<file path="config.mk">
export PLATFORM = sky130hd
export DESIGN_NAME = ysyx_22040125_lsu
export DESIGN_NICKNAME = d
export VERILOG_FILES = /design/src/rtl/ysyx_22040125_lsu.sv
export SDC_FILE = /design/constraint.sdc
export NUM_CORES = 1
export LEC_CHECK = 0
export BUFFER_PORTS_ARGS = -buffer_cell sky130_fd_sc_hd__buf_2
export CORE_ASPECT_RATIO = 0.6
export CORE_UTILIZATION = 52
export DETAILED_ROUTE_END_ITERATION = 10
export HOLD_SLACK_MARGIN = 0.08
export PLACE_DENSITY = 0.91
export SLEW_MARGIN = 10
export SYNTH_ARGS = -nofsm -noshare
export SYNTH_HDL_FRONTEND = slang
export SYNTH_SLANG_ARGS = --single-unit
</file>
<file path="constraint.sdc">
create_clock -name clk -period 3 [get_ports clk]
set_input_delay 0.45 -clock clk [delete_from_list [all_inputs] [get_ports clk]]
set_output_delay 0.45 -clock clk [all_outputs]
set_load 0.01 [all_outputs]
</file>
<file path="src/rtl/ysyx_22040125_lsu.sv">
// Load/store unit between EX and the data RAM: one blocking op at a time,
// alignment/range checking, one-hot RAM size controls and a WB response.
module ysyx_22040125_lsu #(
   parameter logic [63:0] MEM_BASE  = 64'h0000_0000_8000_0000,
   parameter logic [63:0] MEM_BYTES = 64'd1600000
) (
   input  logic        clk,
   input  logic        rst_n,
   input  logic        req_valid,
   output logic        req_ready,
   input  logic        req_load,
   input  logic        req_store,
   input  logic [2:0]  req_funct3,
   input  logic [63:0] req_addr,
   input  logic [63:0] req_wdata,
   input  logic [4:0]  req_rd,
   output logic [31:0] ram_addr,
   output logic [63:0] wdata,
   output logic [5:0]  l_bhw,
   output logic [2:0]  s_bhwd,
   output logic        data_wen,
   output logic        data_ren,
   input  logic [63:0] rdata,
   output logic        resp_valid,
   input  logic        resp_ready,
   output logic        resp_we,
   output logic [63:0] resp_data,
   output logic [4:0]  resp_rd,
   output logic        resp_fault,
   output logic [63:0] resp_badaddr
);

   localparam logic [63:0] MEM_END = MEM_BASE + MEM_BYTES;

   typedef enum logic [1:0] {IDLE, ACCESS, CAPTURE, RESP} state_t;

   state_t      state;
   logic        pending;
   logic        op_load;
   logic [2:0]  op_funct3;
   logic [63:0] op_addr;
   logic [63:0] op_wdata;
   logic [4:0]  op_rd;

   logic        misaligned;
   logic        bad_funct3;
   logic        out_of_range;
   logic        fault;
   logic [5:0]  l_dec;
   logic [2:0]  s_dec;

   // Fault check and size decode, all from the latched op fields.
   always_comb begin
      misaligned = 1'b0;
      case (op_funct3[1:0])
         2'b01:   misaligned = op_addr[0];
         2'b10:   misaligned = |op_addr[1:0];
         2'b11:   misaligned = |op_addr[2:0];
         default: misaligned = 1'b0;
      endcase
      bad_funct3   = op_load ? (op_funct3 == 3'b111) : op_funct3[2];
      out_of_range = (op_addr < MEM_BASE) || (op_addr >= MEM_END);
      fault        = misaligned || bad_funct3 || out_of_range;

      l_dec = 6'b000000;
      case (op_funct3)
         3'b000:  l_dec = 6'b100000;
         3'b100:  l_dec = 6'b010000;
         3'b001:  l_dec = 6'b001000;
         3'b101:  l_dec = 6'b000100;
         3'b010:  l_dec = 6'b000010;
         3'b110:  l_dec = 6'b000001;
         default: l_dec = 6'b000000;
      endcase

      s_dec = 3'b000;
      case (op_funct3)
         3'b000:  s_dec = 3'b100;
         3'b001:  s_dec = 3'b010;
         3'b010:  s_dec = 3'b001;
         default: s_dec = 3'b000;
      endcase
   end

   // IDLE spends one cycle with 'pending' set so the fault check sees the
   // latched fields; the RAM strobes are single-cycle pulses in ACCESS.
   always_ff @(posedge clk or negedge rst_n) begin
      if (!rst_n) begin
         state        <= IDLE;
         pending      <= 1'b0;
         op_load      <= 1'b0;
         op_funct3    <= 3'b000;
         op_addr      <= 64'd0;
         op_wdata     <= 64'd0;
         op_rd        <= 5'd0;
         req_ready    <= 1'b1;
         ram_addr     <= 32'd0;
         wdata        <= 64'd0;
         l_bhw        <= 6'd0;
         s_bhwd       <= 3'd0;
         data_wen     <= 1'b0;
         data_ren     <= 1'b0;
         resp_valid   <= 1'b0;
         resp_we      <= 1'b0;
         resp_data    <= 64'd0;
         resp_rd      <= 5'd0;
         resp_fault   <= 1'b0;
         resp_badaddr <= 64'd0;
      end else begin
         data_wen <= 1'b0;
         data_ren <= 1'b0;
         l_bhw    <= 6'd0;
         s_bhwd   <= 3'd0;
         case (state)
            IDLE: begin
               if (pending) begin
                  pending <= 1'b0;
                  if (fault) begin
                     state        <= RESP;
                     resp_valid   <= 1'b1;
                     resp_we      <= 1'b0;
                     resp_data    <= 64'd0;
                     resp_rd      <= op_rd;
                     resp_fault   <= 1'b1;
                     resp_badaddr <= op_addr;
                  end else begin
                     state    <= ACCESS;
                     ram_addr <= op_addr[31:0];
                     wdata    <= op_wdata;
                     if (op_load) begin
                        data_ren <= 1'b1;
                        l_bhw    <= l_dec;
                     end else begin
                        data_wen <= 1'b1;
                        s_bhwd   <= s_dec;
                     end
                  end
               end else if (req_valid && (req_load || req_store)) begin
                  pending   <= 1'b1;
                  req_ready <= 1'b0;
                  op_load   <= req_load;
                  op_funct3 <= req_funct3;
                  op_addr   <= req_addr;
                  op_wdata  <= req_wdata;
                  op_rd     <= req_rd;
               end
            end
            ACCESS: begin
               if (op_load) begin
                  state <= CAPTURE;
               end else begin
                  state        <= RESP;
                  resp_valid   <= 1'b1;
                  resp_we      <= 1'b0;
                  resp_data    <= 64'd0;
                  resp_rd      <= op_rd;
                  resp_fault   <= 1'b0;
                  resp_badaddr <= 64'd0;
               end
            end
            CAPTURE: begin
               state        <= RESP;
               resp_valid   <= 1'b1;
               resp_we      <= 1'b1;
               resp_data    <= rdata;
               resp_rd      <= op_rd;
               resp_fault   <= 1'b0;
               resp_badaddr <= 64'd0;
            end
            RESP: begin
               if (resp_ready) begin
                  state      <= IDLE;
                  req_ready  <= 1'b1;
                  resp_valid <= 1'b0;
                  resp_we    <= 1'b0;
                  resp_fault <= 1'b0;
               end
            end
            default: state <= IDLE;
         endcase
      end
   end

endmodule

</file>
==> impl_metrics.json <==
{
  "run_status": "finished clean",
  "min_period_over_period": 0.949,
  "cts.reportedPaths.clkPinSlew_ps": 70,
  "wl_um": 38800,
  "min_path_type": "primary input to flop",
  "netSwitchingPower_uw": 6530,
  "drive_above_1_share": 0.522,
  "postPlaceCellArea_um2": 18200,
  "synthFlopType": "dfrtp_1",
  "wl_per_cell_um": 19.6,
  "final_nets": 1759,
  "post_cts.repair.setup_buffers": 0,
  "max-vdd-ir-drop_uv": 1000,
  "layout.cell_area.non_filler_um2": 19400,
  "rsz0062_at_grt": "false",
  "drv_cap": 0,
  "synth_enable_flop_cells": 0,
  "detail_route.drc_violations": 0,
  "post-dp-hpwl_um": 27600,
  "grt_overflow_total": 0,
  "worst-endpoint-arrival_ps": 3270,
  "synth.distinct_cells": 39,
  "drt-pass1-iter-count": 5,
  "synth.yosys.seq_area_share": 0.625,
  "clock.fmax_ghz": 0.351,
  "cts_max_path_buffers": 3,
  "clock-skew-final_ps": 34.3,
  "gr-usage-all-layers": 0.255,
  "setup_viol": 0,
  "place.detailed.instances": 1911,
  "via_count_of_the_first_global_routing_pass": 11000,
  "core.rowCount": 48,
  "viasPerCell": 5.25,
  "core_region_area_um2": 28900,
  "finalHoldViolations": 0,
  "cts_resized": 0,
  "die_h_um": 135,
  "cts_tree": "built",
  "leakagePower_uw": 0.0102,
  "root_buffer": "clkbuf_16",
  "ios": 450,
  "die_area_um2": 30300,
  "detailedPlace.worstSlack_ps": 206,
  "wire_length_of_the_first_global_routing_pass_um": 60000,
  "insertion_delay_ps": 540,
  "worst-slew-pin-transition_ps": 745,
  "synthArstFlopShare": 1.00,
  "postLayoutSetupSlackWorst_ps": 154,
  "timing_worst_setup_path_type": "flop to flop",
  "htreeDepth": 2,
  "worst_setup_path_start_kind": "flop",
  "synth.avg_cell_area_um2": 14.0,
  "worst-endpoint-required_ps": 3420,
  "drtIter0Drc": 665,
  "postSynthNetCount": 1306,
  "gp_congestion": 0.836,
  "synth_seq_cells": 384,
  "maximum_number_of_pins_on_one_net_before_global_route_repair": 88,
  "setup.worst_path.end_class": "flop",
  "post-route-min-period_ps": 2850,
  "detailroute.via_count": 10400,
  "syn-instance-count": 1096,
  "antenna_found_initial": 7,
  "cts_buffers": 35,
  "clock_power_share": 0.233,
  "power_switching_share": 0.336,
  "clock-sinks": 384,
  "die_width_um": 224,
  "critical_path_peak_fanout": 11,
  "flow.area_growth_from_synthesis_pct": 26.1,
  "detail-route-antenna-nets": 0,
  "fin_setup_tns_ps": 0,
  "cellInternalPower_uw": 12900,
  "max_slew_margin": 0.503,
  "cell_area_synth_um2": 15400,
  "power_density_nw_per_um2": 1000,
  "portion_of_total_power_attributed_to_combinational_logic": 0.360,
  "port-buffer-count": 449,
  "seqPwrFrac": 0.408,
  "ys_warn_count": 0,
  "timing.final.max_slew_violations": 0,
  "layoutNonFillerInstCount": 1977,
  "initial_core_utilization": 0.533
}
-- cell usage after synthesis (all sizes together), types with 6 or more instances --
master  count  area (µm²)
inv        70         263
dfrtp     383        9580
nor4       16         100
mux2      291        3280
mux2i      65         651
buf        25         161
nor3        9        45.0
nor2        6        22.5
o21ai       7        35.0
nand2      70         263
and2       11        68.8
nor2b      65         407
clkbuf     32         120
-- timing repair --
| action | in CTS | in global routing |
|---|---|---|
| endpoints found under the setup margin | 0 | 0 |
| hold endpoints to repair | 64 | 0 |
| hold buffers | 1 | 0 |
-- flip-flops by register name, indices dropped and copies added (netlist names), 2 cells and up --
register,cells
op_addr,64
op_wdata,64
resp_badaddr,64
resp_data,64
wdata,64
ram_addr,32
l_bhw,6
op_rd,5
resp_rd,5
op_funct3,3
s_bhwd,3
state,2
-- power groups by stage --
| stage | clock network [µW] | logic (µW) | registers (µW) |
|---|---|---|---|
| floorplan | 0 | 4840 | 7900 |
| global placement | 0 | 6660 | 7840 |
| detailed placement | 0 | 6990 | 7970 |
| CTS | 4600 | 7020 | 7910 |
| global route | 4790 | 7570 | 8110 |
| finish | 4520 | 6990 | 7920 |
-- area by class of cell --
type	count	area, µm²
Antenna cell	1	2.50
Inverter	70	263
Clock inverter	13	119
Timing Repair Buffer	473	2600
Multi-Input combinational cell	585	5240
Tap cell	400	500
Sequential cell	384	9610
Fill cell	1986	9490
Clock buffer	51	1060
-- routing by layer --
layer,share of wire,global-route usage,routed length [µm],vias up
met5,0.0017,0,65,-
met4,0.030,0.0860,1160,10
li1,-,-,-,4643
met2,0.50,0.430,19200,378
met1,0.40,0.315,15500,5270
met3,0.074,0.0772,2880,85
-- metrics by stage --
stage | hold slack [ps] | power [µW] | utilization
final | 147 | 19400 | 0.671
after floorplan | 154 | 12700 | -
after detailed placement | 453 | 15000 | 0.630
after global placement | 444 | 14500 | 0.630
after global routing | 132 | 20500 | 0.671
after CTS | 129 | 19500 | 0.671
-- final timing paths --
kind,slack [ps],from,end,depth (start not counted)
max,150,state[0]$_DFFE_PN0P_,s_bhwd[2]$_DFF_PN0_,7
min,150,req_addr[59],op_addr[59]$_DFFE_PN0P_,2
max reg2reg,150,state[0]$_DFFE_PN0P_,s_bhwd[2]$_DFF_PN0_,7
min reg2reg,470,ram_addr[31]$_DFFE_PN0P_,ram_addr[31]$_DFFE_PN0P_,1
max in group asynchronous,1650,rst_n,op_wdata[12]$_DFFE_PN0P_,3
min in group asynchronous,480,rst_n,op_addr[28]$_DFFE_PN0P_,2
-- cells by family after synthesis --
kind of cell,Yosys count,synth area share
flops,384,0.625
compound gates,29,0.0136
fa+ha+maj,4,0.00325
buf+inv,127,0.0354
mux,356,0.255
simple gates,196,0.0678
-- critical path, stage by stage, from the launching register on --
cell	delay (ps)
dfrtp_1	430
inv_1	120
ha_2	300
nor4b_2	250
nand4_1	150
or4_1	570
a2111o_1	580
nor4b_1	340
-- layout by cell type (no fill, tap or decap), types with 13 or more instances in the layout --
cell type / instances
nor4_1: 16
mux2_2: 285
buf_12: 13
inv_1: 70
dfrtp_1: 383
nand2_1: 70
clkbuf_16: 36
nor2b_1: 65
mux2i_1: 65
buf_2: 448
Power figures use the tool's default switching activity.
